--- config.mk ---
export PLATFORM = sky130hd
export DESIGN_NAME = ps2_host_tx
export DESIGN_NICKNAME = d
export VERILOG_FILES = /design/src/rtl/ps2_host_tx_pkg.sv /design/src/rtl/ps2_line_sync.sv /design/src/rtl/ps2_host_tx.sv
export SDC_FILE = /design/constraint.sdc
export NUM_CORES = 1
export LEC_CHECK = 0
export CAP_MARGIN = 10
export CELL_PAD_IN_SITES_DETAIL_PLACEMENT = 0
export CELL_PAD_IN_SITES_GLOBAL_PLACEMENT = 1
export CORE_MARGIN = 2
export CORE_UTILIZATION = 50
export DETAILED_ROUTE_END_ITERATION = 16
export GPL_ROUTABILITY_DRIVEN = 0
export PLACE_DENSITY = 0.91
export SYNTH_ARGS = -nofsm -noshare
export SYNTH_HDL_FRONTEND = slang
export SYNTH_SLANG_ARGS = --single-unit
--- constraint.sdc ---
create_clock -name clk -period 4.1 [get_ports clk]
set_clock_uncertainty 0.1 [all_clocks]
set_input_delay 0.41 -clock clk [delete_from_list [all_inputs] [get_ports clk]]
set_output_delay 0.41 -clock clk [all_outputs]
set_load 0.03 [all_outputs]
--- src/rtl/ps2_host_tx_pkg.sv ---
// Shared PS/2 definitions: controller states, frame length, common keyboard commands.
package ps2_host_tx_pkg;

  typedef enum logic [2:0] {
    ST_IDLE,
    ST_INHIBIT,
    ST_REQ,
    ST_SEND,
    ST_ACK,
    ST_WAIT_IDLE
  } state_t;

  localparam int PS2_FRAME_BITS = 11;

  localparam logic [7:0] CMD_SET_LED = 8'hED;
  localparam logic [7:0] CMD_ECHO    = 8'hEE;
  localparam logic [7:0] CMD_RESET   = 8'hFF;

  // Frame in transmit order from bit 0: start(0), data LSB first, odd parity, stop(1).
  function automatic logic [PS2_FRAME_BITS-1:0] ps2_frame(input logic [7:0] b);
    return {1'b1, ~^b, b, 1'b0};
  endfunction

endpackage

--- src/rtl/ps2_line_sync.sv ---
// Two-flop synchronizers for the PS/2 clock and data pins plus a falling-edge pulse on clock.
module ps2_line_sync (
  input  logic clk,
  input  logic rst,
  input  logic clk_in,
  input  logic data_in,
  output logic clk_sync,
  output logic data_sync,
  output logic clk_fall
);

  logic [1:0] clk_ff;
  logic [1:0] data_ff;
  logic       clk_prev;

  // Idle bus level is high, so reset to 1 to avoid a false fall after reset.
  always_ff @(posedge clk or posedge rst) begin
    if (rst) begin
      clk_ff   <= 2'b11;
      data_ff  <= 2'b11;
      clk_prev <= 1'b1;
    end else begin
      clk_ff   <= {clk_ff[0], clk_in};
      data_ff  <= {data_ff[0], data_in};
      clk_prev <= clk_ff[1];
    end
  end

  assign clk_sync  = clk_ff[1];
  assign data_sync = data_ff[1];
  assign clk_fall  = clk_prev & ~clk_ff[1];

endmodule

--- src/rtl/ps2_host_tx.sv ---
// PS/2 host-to-device transmitter: inhibit, request-to-send, clocked frame out, ACK check, timeout.
module ps2_host_tx
  import ps2_host_tx_pkg::*;
#(
  parameter int INHIBIT_CYCLES = 1000,
  parameter int REQ_CYCLES     = 20,
  parameter int TIMEOUT_CYCLES = 150000
) (
  input  logic       clk,
  input  logic       rst,
  input  logic       w_enable,
  input  logic [7:0] w_data_in,
  output logic       w_ready,
  input  logic       ps2_clk_in,
  input  logic       ps2_data_in,
  output logic       ps2_clk_oe,
  output logic       ps2_data_oe,
  output logic       busy,
  output logic       done,
  output logic       ack_err,
  output logic       timeout_err
);

  localparam int PW = $clog2(INHIBIT_CYCLES > REQ_CYCLES ? INHIBIT_CYCLES : REQ_CYCLES);
  localparam int TW = $clog2(TIMEOUT_CYCLES);
  localparam logic [PW-1:0] INHIBIT_LAST = PW'(INHIBIT_CYCLES - 1);
  localparam logic [PW-1:0] REQ_LAST     = PW'(REQ_CYCLES - 1);
  localparam logic [TW-1:0] TMO_LAST     = TW'(TIMEOUT_CYCLES - 1);

  state_t                    state;
  logic [PW-1:0]             phase_cnt;
  logic [TW-1:0]             tmo_cnt;
  logic [3:0]                bit_idx;
  logic [PS2_FRAME_BITS-1:0] frame;
  logic                      nack;
  logic                      clk_sync;
  logic                      data_sync;
  logic                      clk_fall;
  logic                      in_frame;
  logic                      tmo_hit;

  ps2_line_sync u_sync (
    .clk       (clk),
    .rst       (rst),
    .clk_in    (ps2_clk_in),
    .data_in   (ps2_data_in),
    .clk_sync  (clk_sync),
    .data_sync (data_sync),
    .clk_fall  (clk_fall)
  );

  assign in_frame = (state == ST_SEND) || (state == ST_ACK) || (state == ST_WAIT_IDLE);
  assign tmo_hit  = in_frame && (tmo_cnt == TMO_LAST);

  always_ff @(posedge clk or posedge rst) begin
    if (rst) begin
      state       <= ST_IDLE;
      phase_cnt   <= '0;
      tmo_cnt     <= '0;
      bit_idx     <= '0;
      frame       <= '0;
      nack        <= 1'b0;
      ps2_clk_oe  <= 1'b0;
      ps2_data_oe <= 1'b0;
      w_ready     <= 1'b1;
      busy        <= 1'b0;
      done        <= 1'b0;
      ack_err     <= 1'b0;
      timeout_err <= 1'b0;
    end else begin
      done        <= 1'b0;
      ack_err     <= 1'b0;
      timeout_err <= 1'b0;
      // Timeout outranks any edge activity seen in the same cycle.
      if (tmo_hit) begin
        ps2_clk_oe  <= 1'b0;
        ps2_data_oe <= 1'b0;
        done        <= 1'b1;
        timeout_err <= 1'b1;
        busy        <= 1'b0;
        state       <= ST_IDLE;
      end else begin
        if (in_frame) tmo_cnt <= tmo_cnt + 1'b1;
        case (state)
          ST_IDLE: begin
            w_ready <= 1'b1;
            busy    <= 1'b0;
            if (w_enable && w_ready) begin
              frame      <= ps2_frame(w_data_in);
              w_ready    <= 1'b0;
              busy       <= 1'b1;
              ps2_clk_oe <= 1'b1;
              phase_cnt  <= '0;
              state      <= ST_INHIBIT;
            end
          end
          ST_INHIBIT: begin
            if (phase_cnt == INHIBIT_LAST) begin
              phase_cnt   <= '0;
              ps2_data_oe <= 1'b1;
              state       <= ST_REQ;
            end else begin
              phase_cnt <= phase_cnt + 1'b1;
            end
          end
          ST_REQ: begin
            if (phase_cnt == REQ_LAST) begin
              ps2_clk_oe <= 1'b0;
              tmo_cnt    <= '0;
              bit_idx    <= '0;
              state      <= ST_SEND;
            end else begin
              phase_cnt <= phase_cnt + 1'b1;
            end
          end
          ST_SEND: begin
            // bit_idx names the bit on the wire; index 10 (stop) releases data.
            if (clk_fall) begin
              bit_idx     <= bit_idx + 4'd1;
              ps2_data_oe <= ~frame[bit_idx + 4'd1];
              if (bit_idx == 4'd9) state <= ST_ACK;
            end
          end
          ST_ACK: begin
            ps2_data_oe <= 1'b0;
            if (clk_fall) begin
              nack  <= data_sync;
              state <= ST_WAIT_IDLE;
            end
          end
          ST_WAIT_IDLE: begin
            if (clk_sync && data_sync) begin
              done    <= 1'b1;
              ack_err <= nack;
              busy    <= 1'b0;
              state   <= ST_IDLE;
            end
          end
          default: state <= ST_IDLE;
        endcase
      end
    end
  end

endmodule

==> results.py <==
metrics = {
    "pwr": {
        "power_density_nw_per_um2": 331,
        "post-layout-total-power_uw": 1200,
        "power_leakage_uw": 0.00159,
        "vdd_drop_max_v": 0.000221,
    },
    "clock_network": {
        "clock_transition_at_the_registers_of_the_reported_paths_ps": 80,
        "clock_sink_count": 58,
        "cts_repair_resize_count": 0,
        "clock_latency_ps": 350,
        "cts_max_path_buffers": 2,
        "clk_root_buffer_cell": "sky130_fd_sc_hd__clkbuf_8",
        "hold_buffers": 0,
        "cts_setup_buffers": 0,
        "cts_buf_count": 9,
        "htree_num_levels": 3,
        "cts_tree": "done",
    },
    "worst_setup_path": {
        "reg2reg_depth": 5,
        "path_max_fanout": 12,
        "cp-start-kind": "flop",
        "cp-end-kind": "flop",
        "cp.required_ps": 4230,
        "timing.critical_path.arrival_ps": 2870,
        "r2r-end": "bit_idx[2]",
        "criticalPathCategory": "reg2reg",
        "timing.reg2reg.setup_slack_ps": 1360,
        "timing.rr.start": "phase_cnt[7]",
    },
    "synthesis": {
        "postSynth.asyncResetShare_pct": 100,
        "synth.ff_latch_count": 58,
        "syn_avg_cell_area_um2": 9.93,
        "yosys.cell_count.top_type": "sky130_fd_sc_hd__dfrtp_1",
        "synthFlopType": "sky130_fd_sc_hd__dfrtp_1",
        "seq_total_area_yosys_pct": 46.2,
        "syn_inst": 318,
        "most_frequent_cells_after_synthesis": "sky130_fd_sc_hd__dfrtp_1 (52), sky130_fd_sc_hd__nor2_1 (36), sky130_fd_sc_hd__nand2_1 (20), sky130_fd_sc_hd__nand3_1 (20), sky130_fd_sc_hd__o21ai_0 (15)",
        "synth_top_area_cell": "sky130_fd_sc_hd__dfrtp_1",
        "synth.distinct_cells": 61,
        "synth-warning-count": 0,
        "postSynthNetCount": 335,
        "synth_top_area_share_pct": 41.2,
        "synth_edf_count": 0,
        "syn_area_um2": 3160,
        "netlist_top_cells_area": "sky130_fd_sc_hd__dfrtp_1 (41%), sky130_fd_sc_hd__dfstp_2 (5.0%), sky130_fd_sc_hd__nor2_1 (4.3%)",
    },
    "routing": {
        "drt_first_iter_violations": 147,
        "totalWireLength_um": 7020,
        "drcViolationCount": 0,
        "post_drt_wl_per_cell_um": 16.7,
        "total_number_of_vias": 2487,
        "drt-pass1-iter-count": 5,
        "drt.antenna.violating_nets": 0,
        "route.detailed.vias_per_inst": 5.94,
    },
    "timing": {
        "fmax_ghz": 0.365,
        "report.final.slew_viol_count": 0,
        "final-hold-violation-count": 0,
        "setup_tns_ps": 0,
        "slew-limit-headroom_pct": 37.3,
        "final_min_period_over_clock_period_pct": 66.8,
        "max_slew.worst_pin.slew_ps": 940,
        "setup-violations-final": 0,
        "grt_setup_unrepaired": "no",
        "final_worst_path_setup_slack_ps": 1360,
        "final_period_minus_worst_setup_slack_ps": 2740,
    },
    "placement": {
        "io_buffer_count": 19,
        "place_hpwl_um": 4850,
        "dpl_worst_slack_ps": 1400,
    },
    "final_layout": {
        "num_antenna_cells": 0,
        "drive_above_1_share_pct": 13.7,
        "nets": 356,
        "area.growth.synth_to_final_pct": 14.3,
    },
    "hold_path": {
        "min_to": "u_sync.clk_ff[1]",
        "whs_path_depth": 0,
        "worst_hold_startpoint": "u_sync.clk_ff[0]",
        "holdCritPathClass": "reg2reg",
    },
    "status": {
        "status": "finished clean",
    },
    "floorplanning": {
        "io_pins": 20,
        "core-area_um2": 6030,
        "die_h_um": 83.5,
        "floorplan.initialDensity_pct": 52.4,
        "die_area_um2": 6970,
        "die-width_um": 83.5,
        "rows": 28,
    },
    "global_routing": {
        "globalRoute.totalOverflow": 0,
        "grtUsageTotal_pct": 21.6,
        "grt_first_pass_wirelength_um": 12000,
        "grt_max_degree": 46,
        "grt_antenna_before_repair": 0,
        "grt_pass1_vias": 2454,
    },
    "job": {
        "count_of_maximum_capacitance_violations": 0,
    },
}
cell usage in the layout, fill, tap and decap left out, drive strengths merged, types with 11 or more instances in the layout:
cell type | synthesis | layout
o21ai | 16 | 16
nand3 | 20 | 20
nor2 | 37 | 37
clkbuf | 6 | 11
clkdlybuf4s50 | 0 | 19
dfrtp | 52 | 52
xnor2 | 11 | 11
mux2 | 11 | 11
nand2 | 20 | 20
xor2 | 14 | 14
layer usage:
metal	global-route usage, %	part of all wire [%]	vias to the layer above
met4	9.53	1.5	0
met5	0	0	-
li1	-	-	1197
met2	32.4	48	58
met1	30.4	46	1222
met3	4.45	4.2	10
worst max-delay path: stages, from the launching register on:
cell and delay, ps:
sky130_fd_sc_hd__dfrtp_1 430, sky130_fd_sc_hd__nor4_1 530, sky130_fd_sc_hd__and4_1 600, sky130_fd_sc_hd__nor2_1 220, sky130_fd_sc_hd__or3_2 480, sky130_fd_sc_hd__a22o_2 260
power breakdown:
part	internal (uW)	total, uW	switching [uW]
Clock	341	577	236
Sequential	577	578	1.34
Combinational	19.1	40.6	21.5
flip-flops by register name, summed over array words and instances, names as in the netlist:
register,flops
ack_err,1
busy,1
ps2_clk_oe,1
state,3
u_sync.clk_ff,2
phase_cnt,10
tmo_cnt,18
u_sync.clk_prev,1
u_sync.data_ff,2
w_ready,1
ps2_data_oe,1
bit_idx,4
done,1
timeout_err,1
frame,10
nack,1
per-stage QoR:
| stage | utilization (%) | hold WS, ps | area, um2 | instances |
|---|---|---|---|---|
| finish | 59.9 | 256 | 3610 | 419 |
| global route | 59.9 | 265 | 3610 | 419 |
| CTS | 59.9 | 257 | 3610 | 419 |
| detailed placement | 56.4 | 247 | 3400 | 403 |
| global placement | 56.4 | 246 | 3400 | 403 |
| floorplan | - | 245 | 3160 | 318 |
kinds of logic (layout without fill, tap and decap cells):
| family | count (synthesis) | after routing | synth area share (%) |
|---|---|---|---|
| adder cells (fa/ha/maj) | 4 | 4 | 1.58 |
| flip-flops | 58 | 58 | 46.2 |
| buffers and inverters | 20 | 46 | 2.97 |
| XOR/XNOR | 25 | 25 | 6.93 |
| AO/OA/AOI/OAI | 55 | 55 | 12.0 |
| AND/OR/NAND/NOR | 138 | 138 | 23.7 |
| multiplexers | 18 | 18 | 6.65 |
how the worst max path moves through the flow:
stage | start | to | cells after the start
final | phase_cnt[7] | bit_idx[2] | 5
after global routing | state[0] | bit_idx[2] | 5
after CTS | phase_cnt[5] | bit_idx[2] | 5
after detailed placement | phase_cnt[7] | bit_idx[2] | 5
after global placement | phase_cnt[7] | bit_idx[2] | 5
after floorplan | tmo_cnt[9] | bit_idx[0] | 6
cell type report:
cell class | instances | area, um2
fill | 519 | 2420
sequential | 58 | 1460
clock inverter | 5 | 80.1
tap | 75 | 93.8
clock buffer | 11 | 131
inverter | 9 | 33.8
timing repair buffer | 21 | 205
multi-input combinational | 240 | 1610
Note: power is estimated with default switching activity, not from simulation.
==> variant 1: new RTL, same flow settings <==
Change the parameter `REQ_CYCLES` from 20 to 30.
--- a/src/rtl/ps2_host_tx.sv
+++ b/src/rtl/ps2_host_tx.sv
@@ -5,3 +5,3 @@
   parameter int INHIBIT_CYCLES = 1000,
-  parameter int REQ_CYCLES     = 20,
+  parameter int REQ_CYCLES     = 30,
   parameter int TIMEOUT_CYCLES = 150000
Behaviour: same outputs for any inputs over 10 cycles, from zero or initial values and one cycle with rst high; that may be too few to reach the edited logic, so the function may still have changed.
==> variant 1 against the unedited design <==
- wire length is 8.9% lower
- highest routed layer unchanged
- sequential cell count stayed put
- area after synthesis is 1.0% lower
- via count is 4.4% lower
- critical path type unchanged
- cell area is 1.0% lower
- worst setup slack better by 0.33 ns
Power is not compared: it rests on default switching activity, and its combinational part moved more than twofold at a synthesized area within 25%.
==> variant 1: results (changes against the unedited design) <==
<table>
<tr><th>Metric</th><th>Value</th></tr>
<tr><th colspan="2">Placement</th></tr>
<tr><td>DP Cell Count</td><td>394 (-2.2%)</td></tr>
<tr><td>Detailed Place HPWL</td><td>4500 µm (-7.2%)</td></tr>
<tr><th colspan="2">Logic synthesis</th></tr>
<tr><td>Count of cell types in the netlist</td><td>53 (-13%)</td></tr>
<tr><td>Compound-Gate Fraction of Synth Area</td><td>11.8% (-0.24 points)</td></tr>
<tr><td>Adder-cell share of the synthesized area</td><td>2.00% (+0.42 points)</td></tr>
<tr><td>Sequential area share after synthesis</td><td>46.7% (+0.48 points)</td></tr>
<tr><td>List of most frequent post-synthesis cells</td><td>52 x sky130_fd_sc_hd__dfrtp_1, 30 x sky130_fd_sc_hd__nor2_1, 24 x sky130_fd_sc_hd__nand2_1</td></tr>
<tr><td>Number of instances in the synthesized netlist</td><td>309 (-2.8%)</td></tr>
<tr><th colspan="2">Setup path</th></tr>
<tr><td>CP startpoint</td><td>tmo_cnt[12]$_DFFE_PP0N_</td></tr>
<tr><td>Crit Path Max Fanout</td><td>6 (-6)</td></tr>
<tr><td>Register-to-register setup slack</td><td>1.69 ns (+0.33 ns)</td></tr>
<tr><td>Launching point of the worst reg2reg path</td><td>tmo_cnt[12]$_DFFE_PP0N_</td></tr>
<tr><td>Slowest cell on the critical path</td><td>sky130_fd_sc_hd__or4b_1</td></tr>
<tr><th colspan="2">Outcome</th></tr>
<tr><td>Outcome</td><td>completed</td></tr>
<tr><th colspan="2">Finish</th></tr>
<tr><td>Final-layout clock-cell area share</td><td>5.43% (-0.43 points)</td></tr>
<tr><td>Layout cells sized above 1</td><td>13.4% (-0.23 points)</td></tr>
<tr><td>Multi-input gate share of total cell area</td><td>44.2% (-0.30 points)</td></tr>
<tr><td>Inverter count</td><td>11 (+2)</td></tr>
<tr><td>Relative area of non-clock buffer cells in the final design</td><td>5.74% (+0.060 points)</td></tr>
<tr><td>Final cell count without fillers</td><td>410 (-2.1%)</td></tr>
<tr><td>Total of clock buffers placed in the layout</td><td>9 (-2)</td></tr>
<tr><th colspan="2">Route</th></tr>
<tr><td>Total number of vias</td><td>2,377 (-4.4%)</td></tr>
<tr><td>Detailed Routing Iterations Pass 1</td><td>4 (-1)</td></tr>
<tr><td>Total detailed-routing wirelength</td><td>6390 µm (-8.9%)</td></tr>
<tr><th colspan="2">Floorplanning</th></tr>
<tr><td>Die area</td><td>0.00690 mm² (-0.98%)</td></tr>
<tr><th colspan="2">Hold path</th></tr>
<tr><td>Hold Path End</td><td>u_sync.data_ff[1]$_DFF_PP1_</td></tr>
</table>
variant 1: cell count changes after synthesis, sizes merged, moves of 3 or more:
cell   before  now
and4        4    0
o21ai      16   12
xor2       14    1
o31ai       8    4
nor4        4    9
nor2b       4    8
mux2i       6    9
nand3      20   11
nor3        8   13
xnor2      11   22
nand2      20   24
nor2       37   30
a22o        2   10
variant 1: per-layer routing:
layer / GRT usage [%] / vias to the layer above / wire length (µm)
li1: - / 1156 / -
met1: 26.6 / 1175 / 3020
met2: 31.2 / 38 / 3030
met5: 0 / - / 0
met3: 6.56 / 8 / 255
met4: 6.41 / 0 / 74
variant 1: power by group:
group	internal, mW	switching [mW]
logic	0.368	0.478
clock network	0.279	0.237
registers	0.721	0.173
variant 1: cell families after synthesis:
kind of cell	after synthesis
AOI/OAI and AO/OA	51
muxes	21
xor gates and xnor gates	23
buffers and inverters	22
and+or+nand+nor	129
adders and majority gates	5
DFF	58
==> variant 2: new RTL, same settings <==
Without the edit above. Put one more register stage on the output `timeout_err`. The value now appears one clock later. The other outputs are not delayed to match.
--- a/src/rtl/ps2_host_tx.sv
+++ b/src/rtl/ps2_host_tx.sv
@@ -28,2 +28,4 @@
   localparam logic [TW-1:0] TMO_LAST     = TW'(TIMEOUT_CYCLES - 1);
+
+  logic timeout_err_s0;
 
@@ -68,3 +70,3 @@
       ack_err     <= 1'b0;
-      timeout_err <= 1'b0;
+      timeout_err_s0 <= 1'b0;
     end else begin
@@ -72,3 +74,3 @@
       ack_err     <= 1'b0;
-      timeout_err <= 1'b0;
+      timeout_err_s0 <= 1'b0;
       // Timeout outranks any edge activity seen in the same cycle.
@@ -78,3 +80,3 @@
         done        <= 1'b1;
-        timeout_err <= 1'b1;
+        timeout_err_s0 <= 1'b1;
         busy        <= 1'b0;
@@ -144,2 +146,6 @@
 
+  always_ff @(posedge clk) begin
+    timeout_err <= timeout_err_s0;
+  end
+
 endmodule
Behaviour: no difference found for any inputs over 10 cycles, from zero or initial values and one cycle with rst high; that may be too few to reach the edited logic, so the function may still have changed.
==> variant 2 against the unedited design <==
- cell area is 2.7% higher
- area after synthesis up 0.63%
- power grew 17%
- sequential cell count grew 1
- worst setup slack gained 0.035 ns
- wire length shrank 4.5%
- count of clock-buffer cells in the layout shrank 2
- fmax grew 1.3%
- critical path depth unchanged
- largest cell class unchanged
- highest routed layer unchanged
==> variant 2: results (changes against the unedited design) <==
<table>
<tr><th>Metric</th><th>Value</th></tr>
<tr><th colspan="2">Setup path</th></tr>
<tr><td>Launching point of the worst reg2reg path</td><td>state[0]$_DFFE_PP0P_</td></tr>
<tr><td>Delay of the slowest critical-path stage</td><td>0.56 ns (-0.04 ns)</td></tr>
<tr><td>Crit Path Max Fanout</td><td>16 (+4)</td></tr>
<tr><th colspan="2">Finish</th></tr>
<tr><td>Number of fill cells</td><td>541 (+4.2%)</td></tr>
<tr><td>Area Overhead vs Synth</td><td>16.6%</td></tr>
<tr><td>Layout cells sized above 1</td><td>14.2% (+0.54 points)</td></tr>
<tr><td>Count of flip-flops and latches</td><td>59 (+1.7%)</td></tr>
<tr><td>Area taken by flip-flops and latches</td><td>0.00148 mm² (+1.4%)</td></tr>
<tr><td>Final cell count without fillers</td><td>422 (+0.72%)</td></tr>
<tr><th colspan="2">Global routing</th></tr>
<tr><td>Global routing usage summed across all routing layers</td><td>21.0% (-0.57 points)</td></tr>
<tr><td>Largest net degree at the start of global routing</td><td>45 (-2.2%)</td></tr>
<tr><th colspan="2">Outcome</th></tr>
<tr><td>Outcome</td><td>completed</td></tr>
<tr><th colspan="2">Power and ir drop</th></tr>
<tr><td>Maximum vdd ir drop</td><td>0.282 mV (+28%)</td></tr>
<tr><td>Total leakage power</td><td>1.64 nW (+3.3%)</td></tr>
<tr><td>Switching Power</td><td>267 µW (+3.2%)</td></tr>
<tr><th colspan="2">Hold path</th></tr>
<tr><td>Source of the worst hold timing path</td><td>timeout_err_s0$_DFF_PP0_</td></tr>
<tr><td>Hold Path End</td><td>timeout_err$_DFF_P_</td></tr>
<tr><th colspan="2">Placement</th></tr>
<tr><td>Detailed Place HPWL</td><td>4650 µm (-4.1%)</td></tr>
<tr><td>DP Cell Count</td><td>406 (+0.74%)</td></tr>
<tr><td>Pre-CTS setup slack</td><td>1.40 ns (+0.00693 ns)</td></tr>
<tr><th colspan="2">Logic synthesis</th></tr>
<tr><td>Count of cell types in the netlist</td><td>62 (+1.6%)</td></tr>
<tr><td>Avg Synthesized Cell Area</td><td>9.97 µm² (+0.32%)</td></tr>
<tr><td>Fraction of synthesis flops using an asynchronous set or reset pin</td><td>98.3% (-1.7 points)</td></tr>
<tr><th colspan="2">Route</th></tr>
<tr><td>Avg Vias per Cell</td><td>5.91 (-0.43%)</td></tr>
<tr><th colspan="2">STA</th></tr>
<tr><td>Minimum hold slack</td><td>0.243 ns (-0.0131 ns)</td></tr>
</table>
[variant 2: kinds of logic after synthesis]
kind of cell,share of synthesized area (%)
adder cells (fa/ha/maj),1.57
buffers and inverters,2.95
flip-flops,46.5
multiplexers,6.61
AO/OA/AOI/OAI,11.9
AND/OR/NAND/NOR,23.5
XOR/XNOR,6.89
[variant 2: power by group through the flow]
stage / logic (mW) / clock network, mW / registers, mW
after CTS: 0.0411 / 0.779 / 0.587
after global placement: 0.0398 / 0 / 0.598
final: 0.0397 / 0.772 / 0.588
after detailed placement: 0.0409 / 0 / 0.598
after floorplan: 0.0216 / 0 / 0.598
after global routing: 0.0446 / 0.807 / 0.587
[variant 2: metal layers]
layer  global-route usage, %  vias up  part of all wire, %
li1                        -     1210                    -
met1                    29.4     1221                   47
met3                    3.86       10                  3.8
met2                    32.7       53                   47
met4                    8.21        0                  1.7
met5                       0        -                    0
[variant 2: how the worst max path moves through the flow]
stage | start | end | slack, ns | cells after the start
floorplan | tmo_cnt[9]$_DFFE_PP0N_ | bit_idx[0]$_DFFE_PP0P_ | 1.82 | 6
global placement | state[0]$_DFFE_PP0P_ | bit_idx[2]$_DFFE_PP0P_ | 1.46 | 5
detailed placement | state[0]$_DFFE_PP0P_ | bit_idx[2]$_DFFE_PP0P_ | 1.40 | 5
CTS | state[0]$_DFFE_PP0P_ | bit_idx[2]$_DFFE_PP0P_ | 1.38 | 5
global route | state[0]$_DFFE_PP0P_ | bit_idx[2]$_DFFE_PP0P_ | 1.20 | 5
finish | state[0]$_DFFE_PP0P_ | bit_idx[2]$_DFFE_PP0P_ | 1.40 | 5
